$ cat src/rtl/btn_conditioner_if.sv
// Button bundle between the board push-buttons and the controller: raw inputs in,
// debounced level and single-cycle event pulses out, plus the per-bit FSM state for observation.
interface btn_conditioner_if #(
    parameter int NUM_BTN = 4
);
    logic [NUM_BTN-1:0] btn_raw;
    logic [NUM_BTN-1:0] btn_level;
    logic [NUM_BTN-1:0] btn_press;
    logic [NUM_BTN-1:0] btn_release;
    logic [NUM_BTN-1:0] btn_hold;
    logic [NUM_BTN-1:0] btn_repeat;
    logic [NUM_BTN-1:0] btn_state;   // 1 = DOWN, 0 = IDLE

    // Events are plain single-cycle pulses with no back-pressure: the consumer must sample every cycle.
    modport master (
        output btn_raw,
        input  btn_level, btn_press, btn_release, btn_hold, btn_repeat, btn_state
    );

    modport slave (
        input  btn_raw,
        output btn_level, btn_press, btn_release, btn_hold, btn_repeat, btn_state
    );
endinterface

$ cat src/rtl/btn_conditioner.sv
// Per-button synchroniser, debouncer and press/release/hold/auto-repeat event generator.
// Optional feature macro: BTN_AUTOREPEAT_EN enables the repeat phase and btn_repeat.
module btn_conditioner #(
    parameter int NUM_BTN         = 4,
    parameter int DEBOUNCE_CYCLES = 1_000_000,
    parameter int HOLD_CYCLES     = 100_000_000,
    parameter int REPEAT_CYCLES   = 25_000_000,
    parameter int CNT_W           = 27
) (
    input  logic             clk,
    input  logic             reset,
    btn_conditioner_if.slave bus
);

    localparam bit PARAMS_OK = (DEBOUNCE_CYCLES >= 2) && (HOLD_CYCLES > DEBOUNCE_CYCLES) &&
                               (REPEAT_CYCLES >= 2) &&
                               (64'(HOLD_CYCLES) < (64'd1 << CNT_W)) &&
                               (64'(REPEAT_CYCLES) < (64'd1 << CNT_W));

    if (!PARAMS_OK) begin : g_bad_params
        $error("btn_conditioner: illegal parameter combination");
    end

    localparam logic [CNT_W-1:0] DEB_LAST  = CNT_W'(DEBOUNCE_CYCLES - 1);
    localparam logic [CNT_W-1:0] HOLD_LAST = CNT_W'(HOLD_CYCLES - 1);
`ifdef BTN_AUTOREPEAT_EN
    localparam logic [CNT_W-1:0] REP_LAST  = CNT_W'(REPEAT_CYCLES - 1);
`endif

    typedef enum logic {
        IDLE = 1'b0,
        DOWN = 1'b1
    } state_e;

    state_e             state_q [NUM_BTN];
    state_e             state_d [NUM_BTN];
    logic [CNT_W-1:0]   deb_q   [NUM_BTN];
    logic [CNT_W-1:0]   deb_d   [NUM_BTN];
    logic [CNT_W-1:0]   hold_q  [NUM_BTN];
    logic [CNT_W-1:0]   hold_d  [NUM_BTN];
    logic [NUM_BTN-1:0] sync1, sync2, level;
    // long_q marks that the long-press event has already fired for the current press
    logic [NUM_BTN-1:0] long_q, long_d;
    logic [NUM_BTN-1:0] press_q, press_d, release_q, release_d, hold_ev_q, hold_ev_d;
`ifdef BTN_AUTOREPEAT_EN
    logic [NUM_BTN-1:0] repeat_q, repeat_d;
`endif

    always_comb begin
        for (int i = 0; i < NUM_BTN; i++) begin
            level[i] = (state_q[i] == DOWN);
        end
    end

    always_ff @(posedge clk or posedge reset) begin
        if (reset) begin
            sync1     <= '0;
            sync2     <= '0;
            long_q    <= '0;
            press_q   <= '0;
            release_q <= '0;
            hold_ev_q <= '0;
`ifdef BTN_AUTOREPEAT_EN
            repeat_q  <= '0;
`endif
            for (int i = 0; i < NUM_BTN; i++) begin
                state_q[i] <= IDLE;
                deb_q[i]   <= '0;
                hold_q[i]  <= '0;
            end
        end else begin
            sync1     <= bus.btn_raw;
            sync2     <= sync1;
            long_q    <= long_d;
            press_q   <= press_d;
            release_q <= release_d;
            hold_ev_q <= hold_ev_d;
`ifdef BTN_AUTOREPEAT_EN
            repeat_q  <= repeat_d;
`endif
            for (int i = 0; i < NUM_BTN; i++) begin
                state_q[i] <= state_d[i];
                deb_q[i]   <= deb_d[i];
                hold_q[i]  <= hold_d[i];
            end
        end
    end

    always_comb begin
        long_d    = long_q;
        press_d   = '0;
        release_d = '0;
        hold_ev_d = '0;
`ifdef BTN_AUTOREPEAT_EN
        repeat_d  = '0;
`endif
        for (int i = 0; i < NUM_BTN; i++) begin
            logic acc;
            state_d[i] = state_q[i];
            deb_d[i]   = deb_q[i];
            hold_d[i]  = hold_q[i];
            acc        = 1'b0;

            if (sync2[i] == level[i]) begin
                deb_d[i] = '0;
            end else if (deb_q[i] == DEB_LAST) begin
                deb_d[i] = '0;
                acc      = 1'b1;
            end else begin
                deb_d[i] = deb_q[i] + 1'b1;
            end

            case (state_q[i])
                IDLE: begin
                    hold_d[i] = '0;
                    long_d[i] = 1'b0;
                    if (acc) begin
                        state_d[i] = DOWN;
                        press_d[i] = 1'b1;
                    end
                end
                DOWN: begin
                    // An accepted fall takes priority over any hold/repeat due this cycle
                    if (acc) begin
                        state_d[i]   = IDLE;
                        release_d[i] = 1'b1;
                        hold_d[i]    = '0;
                        long_d[i]    = 1'b0;
                    end else if (!long_q[i]) begin
                        if (hold_q[i] == HOLD_LAST) begin
                            hold_ev_d[i] = 1'b1;
                            long_d[i]    = 1'b1;
`ifdef BTN_AUTOREPEAT_EN
                            hold_d[i]    = '0;
`endif
                        end else begin
                            hold_d[i] = hold_q[i] + 1'b1;
                        end
                    end
`ifdef BTN_AUTOREPEAT_EN
                    else if (hold_q[i] == REP_LAST) begin
                        repeat_d[i] = 1'b1;
                        hold_d[i]   = '0;
                    end else begin
                        hold_d[i] = hold_q[i] + 1'b1;
                    end
`endif
                end
                default: ;
            endcase
        end
    end

    assign bus.btn_level   = level;
    assign bus.btn_state   = level;
    assign bus.btn_press   = press_q;
    assign bus.btn_release = release_q;
    assign bus.btn_hold    = hold_ev_q;
`ifdef BTN_AUTOREPEAT_EN
    assign bus.btn_repeat  = repeat_q;
`else
    assign bus.btn_repeat  = '0;
`endif

endmodule

$ cat src/flat_wrapper.sv
// flat-port wrapper written by rule: the top's interface ports become plain ports
module btn_conditioner_flat 
#(
    parameter int NUM_BTN         = 4,
    parameter int DEBOUNCE_CYCLES = 1_000_000,
    parameter int HOLD_CYCLES     = 100_000_000,
    parameter int REPEAT_CYCLES   = 25_000_000,
    parameter int CNT_W           = 27
)
  (clk, reset, bus_btn_raw, bus_btn_level, bus_btn_press, bus_btn_release, bus_btn_hold, bus_btn_repeat, bus_btn_state);
  btn_conditioner_if #(.NUM_BTN(NUM_BTN)) bus_i ();
  input  logic clk;
  input  logic reset;
  input wire logic [$bits(bus_i.btn_raw)-1:0] bus_btn_raw;
  output wire logic [$bits(bus_i.btn_level)-1:0] bus_btn_level;
  output wire logic [$bits(bus_i.btn_press)-1:0] bus_btn_press;
  output wire logic [$bits(bus_i.btn_release)-1:0] bus_btn_release;
  output wire logic [$bits(bus_i.btn_hold)-1:0] bus_btn_hold;
  output wire logic [$bits(bus_i.btn_repeat)-1:0] bus_btn_repeat;
  output wire logic [$bits(bus_i.btn_state)-1:0] bus_btn_state;
  assign bus_i.btn_raw = bus_btn_raw;
  assign bus_btn_level = bus_i.btn_level;
  assign bus_btn_press = bus_i.btn_press;
  assign bus_btn_release = bus_i.btn_release;
  assign bus_btn_hold = bus_i.btn_hold;
  assign bus_btn_repeat = bus_i.btn_repeat;
  assign bus_btn_state = bus_i.btn_state;
  btn_conditioner #(.NUM_BTN(NUM_BTN), .DEBOUNCE_CYCLES(DEBOUNCE_CYCLES), .HOLD_CYCLES(HOLD_CYCLES), .REPEAT_CYCLES(REPEAT_CYCLES), .CNT_W(CNT_W)) u_core (.clk(clk), .reset(reset), .bus(bus_i));
endmodule
$ cat config.mk
export PLATFORM = sky130hd
export DESIGN_NAME = btn_conditioner_flat
export DESIGN_NICKNAME = d
export VERILOG_FILES = /design/src/rtl/btn_conditioner_if.sv /design/src/rtl/btn_conditioner.sv /design/src/flat_wrapper.sv
export SDC_FILE = /design/constraint.sdc
export NUM_CORES = 1
export LEC_CHECK = 0
export BUFFER_PORTS_ARGS = -buffer_cell sky130_fd_sc_hd__buf_2
export CAP_MARGIN = 15
export CORE_MARGIN = 10
export CORE_UTILIZATION = 60
export CTS_BUF_LIST = sky130_fd_sc_hd__clkbuf_8
export DETAILED_ROUTE_END_ITERATION = 10
export PLACE_DENSITY_LB_ADDON = 0.15
export SLEW_MARGIN = 5
export SYNTH_ARGS = -nofsm -noshare
export SYNTH_HDL_FRONTEND = slang
export SYNTH_SLANG_ARGS = --single-unit
$ cat constraint.sdc
create_clock -name clk -period 20.4 [get_ports clk]
set_input_delay 4.08 -clock clk [delete_from_list [all_inputs] [get_ports clk]]
set_output_delay 4.08 -clock clk [all_outputs]
set_load 0.05 [all_outputs]
# [Word level (Yosys, flattened, before mapping)]
# Index checks and enable logic that the tools add are counted.
# Widths: inputs -> output; s select.
[word_totals] register_bits=244
[classes] addsub=8 muxes=80 eq_ne=20 bitwise_logic=4 reduce_logical=4
[ops] cell="$mux 27" n=20
[ops] cell="$add 27x1->27 const B" n=8
[ops] cell="$pmux 27 s2" n=4
[ops] cell="$eq 27x20->1 const B" n=4
[ops] cell="$eq 27x27->1 const B" n=4
[ops] cell="$mux 1" n=48
[ops] cell="$ne 3x3->1 const B" n=8
[ops] cell="$pmux 1 s2" n=8
[ops] cell="$reduce_and 2->1" n=4
[ops] cell="$eq 1x1->1" n=4
[ops] cell="$not 1->1" n=4

# [Depth between registers and ports, before layout]
[depth] depth_word=5 ltp_mapped=9

# [Worst setup path after synthesis]
# No wires, ideal clock.
[synth_path] path_kind="register to output" startpoint="register with a tool-made name" endpoint="output bus_btn_state[3]" required_time_ns=16.320 arrival_time_ns=1.011 slack_ns=15.309 stages_incl_launch_ff=2 path_buffers=1 path_cell_list="dfrtp_1 buf_4"
[synth_lines] item="end, declared" line_no="flat_wrapper.sv:20" rtl="output wire logic [$bits(bus_i.btn_state)-1:0] bus_btn_state;"

==> reports/qor.txt <==
outcome - finished clean
critical path type - input port to async pin
Pleak - 5.533 nW
Mean Syn Cell Area - 9.803 sq um
IO Port Bufs - 25
Final GP Congestion - 0.8387
drt wl/cell - 14.59 microns
post-synth top area share - 50.72%
Via density - 5.731
Die Y - 161.6 microns
final setup vio count - 0
Largest stage delay, worst path - 0.85 ns
hpwl dp - 14490 microns
Initial DRT Pass Iterations - 5
clk slew on worst S/H paths - 0.06 ns
RSZ-0062 raised after global routing - no
met3 Use GR - 3.330%
DRC violation total after the first TritonRoute iteration - 477
Cell Rows - 51
CP required - 20.95 ns
Clock Sinks - 244
crit path capture type - async pin
CP startpoint kind - input port
core area - 19590 sq um
Worst-Skew Late Latency - 0.53 ns
asr flop ratio synth - 100.0%
most common cell in the synthesized netlist - dfrtp_1
CTS max path bufs - 3
met1 GRT Util - 24.69%
Inserted Clock Buffers - 42
Tcrit/Tclk final - 28.68%
final-report hold violation count - 0
Cell Area, Synth - 12040 sq um
Initial Util - 61.45%
DIE AREA - 26130 sq um
Die Wd - 161.6 microns
skew final - 0.01297 ns
WP data arrival - 6.40 ns
Period minus WS final - 5.851 ns
filler instances - 1559
Slew headroom - 22.00%
Antenna diodes - 0
post-layout util - 67.59%
Synth area leaders - dfrtp_1, xor2_1, nor2_1, xnor2_1, nand4_1
global-route wire length before repair - 40630 microns
Mapped Cells - 1228
Cell variety after synth - 52
H-tree depth - 2
CTS tree - yes
critical path's slowest cell - buf_4
Seq/Total Area, Yosys - 50.72%
Final Max Slew Viols - 0
Overflow after GRT - 0
synth warn - 0
FF+latch count, synth - 244
Setup Buffers After CTS - 0
Post-synth EDFFs - 0
vias in the first global route - 8745
area leader, netlist - dfrtp_1
synth cell count leaders - dfrtp_1, nor2_1, xor2_1, nand3_1, nand4_1
layout cells sized above 1 - 9.373%
most used cell along the critical path - buf_4
max cap viols - 0
TNS Setup - 0 ns
Most Crowded Layer GR - met2
Nets - 1275
Area Growth Syn to Fin - 9.989%
Slew @ Worst Pin - 1.159 ns
total track usage - 17.78%
final hold slack - 0.3486 ns
ordered cell list for the critical path - buf_2, inv_8, buf_4, buf_4
min-delay worst type - flip-flop to flip-flop
GR Layer Usage met2 - 27.76%
worst-path fanout max - 102
initial antenna violation count - 0
top_reg_cell synth - dfrtp_1
CTS root buf - clkbuf_8
vias post-DR - 8918
ANT nets after route - 0
WL final - 22700 microns
PostCTS Resize Cnt - 0
# DRC - 0
largest net degree at the start of global routing - 103
# hold bufs at CTS - 0
Cell Pwr Density - 72.79 nW/um^2
# IOs - 30
Max VDD drop - 51.17 uV
Max Fclk - 170.9 MHz
sequential cells by signal (all words and copies together), names as in the netlist, named ones only:
| signal | count |
|---|---|
| u_core.sync2 | 4 |
| u_core.bus.btn_hold | 4 |
| u_core.long_q | 4 |
| u_core.sync1 | 4 |
| u_core.deb_q | 108 |
| u_core.bus.btn_press | 4 |
| u_core.hold_q | 108 |
| u_core.bus.btn_release | 4 |
path summary, 6_finish.rpt:
check	startpoint	slack [ns]	to	depth (start not counted)
setup / recovery	reset	14.55	u_core.hold_q[72]	4
hold / removal	u_core.sync1[0]	0.35	u_core.sync2[0]	0
setup reg to reg	u_core.deb_q[37]	17.84	u_core.bus.btn_hold[2]	6
hold reg to reg	u_core.sync1[0]	0.35	u_core.sync2[0]	0
max in group clk	flip-flop	15.00	bus_btn_state[3]	1
min in group asynchronous	reset	3.67	u_core.deb_q[103]	2
critical path, delay by kind of cell:
family,cells,cell delay [ns]
buffers and inverters,4,2.24
report_power, final:
group	leakage, nW	internal, mW	switching, mW	total (mW)
Sequential	3.38	0.487	0.00252	0.490
Combinational	1.65	0.00296	0.0159	0.0189
Clock	0.499	0.262	0.193	0.455
Total	5.53	0.752	0.211	0.964
placed cells by master, fill, tap and decap left out, types with 7 or more instances in the layout:
master	instances
nor4b_1	11
o31ai_1	16
xnor2_1	54
xor2_1	126
and4_1	21
dfrtp_1	244
or3_1	13
nor2_1	211
nor4_1	27
nand2_1	63
nand4_1	75
ha_1	8
buf_2	26
nor3_1	33
o21ai_0	12
a21oi_1	31
nand3_1	82
and2_1	7
inv_1	30
nor3b_1	10
clkbuf_8	54
and3_1	37
or4_1	16
layer usage:
layer | up-vias | wire [microns]
li1 | 4399 | -
met1 | 4352 | 11060
met2 | 130 | 10380
met3 | 37 | 864
met4 | 0 | 388
met5 | - | 0
per-stage QoR:
stage                     instance area [sq um]  instances  setup WS, ns  total power, mW
after floorplan                           12050       1231         9.618           0.5131
after CTS                                 13190       1550         14.40           0.9778
final                                     13240       1556         14.55           0.9637
after global routing                      13240       1556         14.12            1.002
after global placement                    12310       1476         13.84           0.5175
after detailed placement                  12310       1476         13.83           0.5179
layout make-up:
type / instances / area [sq um] / share of cell area [%]
flip-flops and latches: 244 / 6106 / 46.12
multi-input cells: 917 / 5629 / 42.52
clock buffers: 54 / 743.2 / 5.613
well taps: 265 / 331.6 / 2.504
repair buffers: 36 / 209.0 / 1.578
clock inverters: 20 / 138.9 / 1.049
inverters: 20 / 82.58 / 0.6237
cells by family after synthesis:
family,count (synthesis),share of synthesized area [%]
AO/OA/AOI/OAI,78,4.064
XOR/XNOR,180,13.10
adder cells (fa/ha/maj),8,0.8315
buffers and inverters,70,2.702
flip-flops,244,50.72
multiplexers,5,0.4573
other,1,0.03115
AND/OR/NAND/NOR,642,28.09
Power figures use the tool's default switching activity.
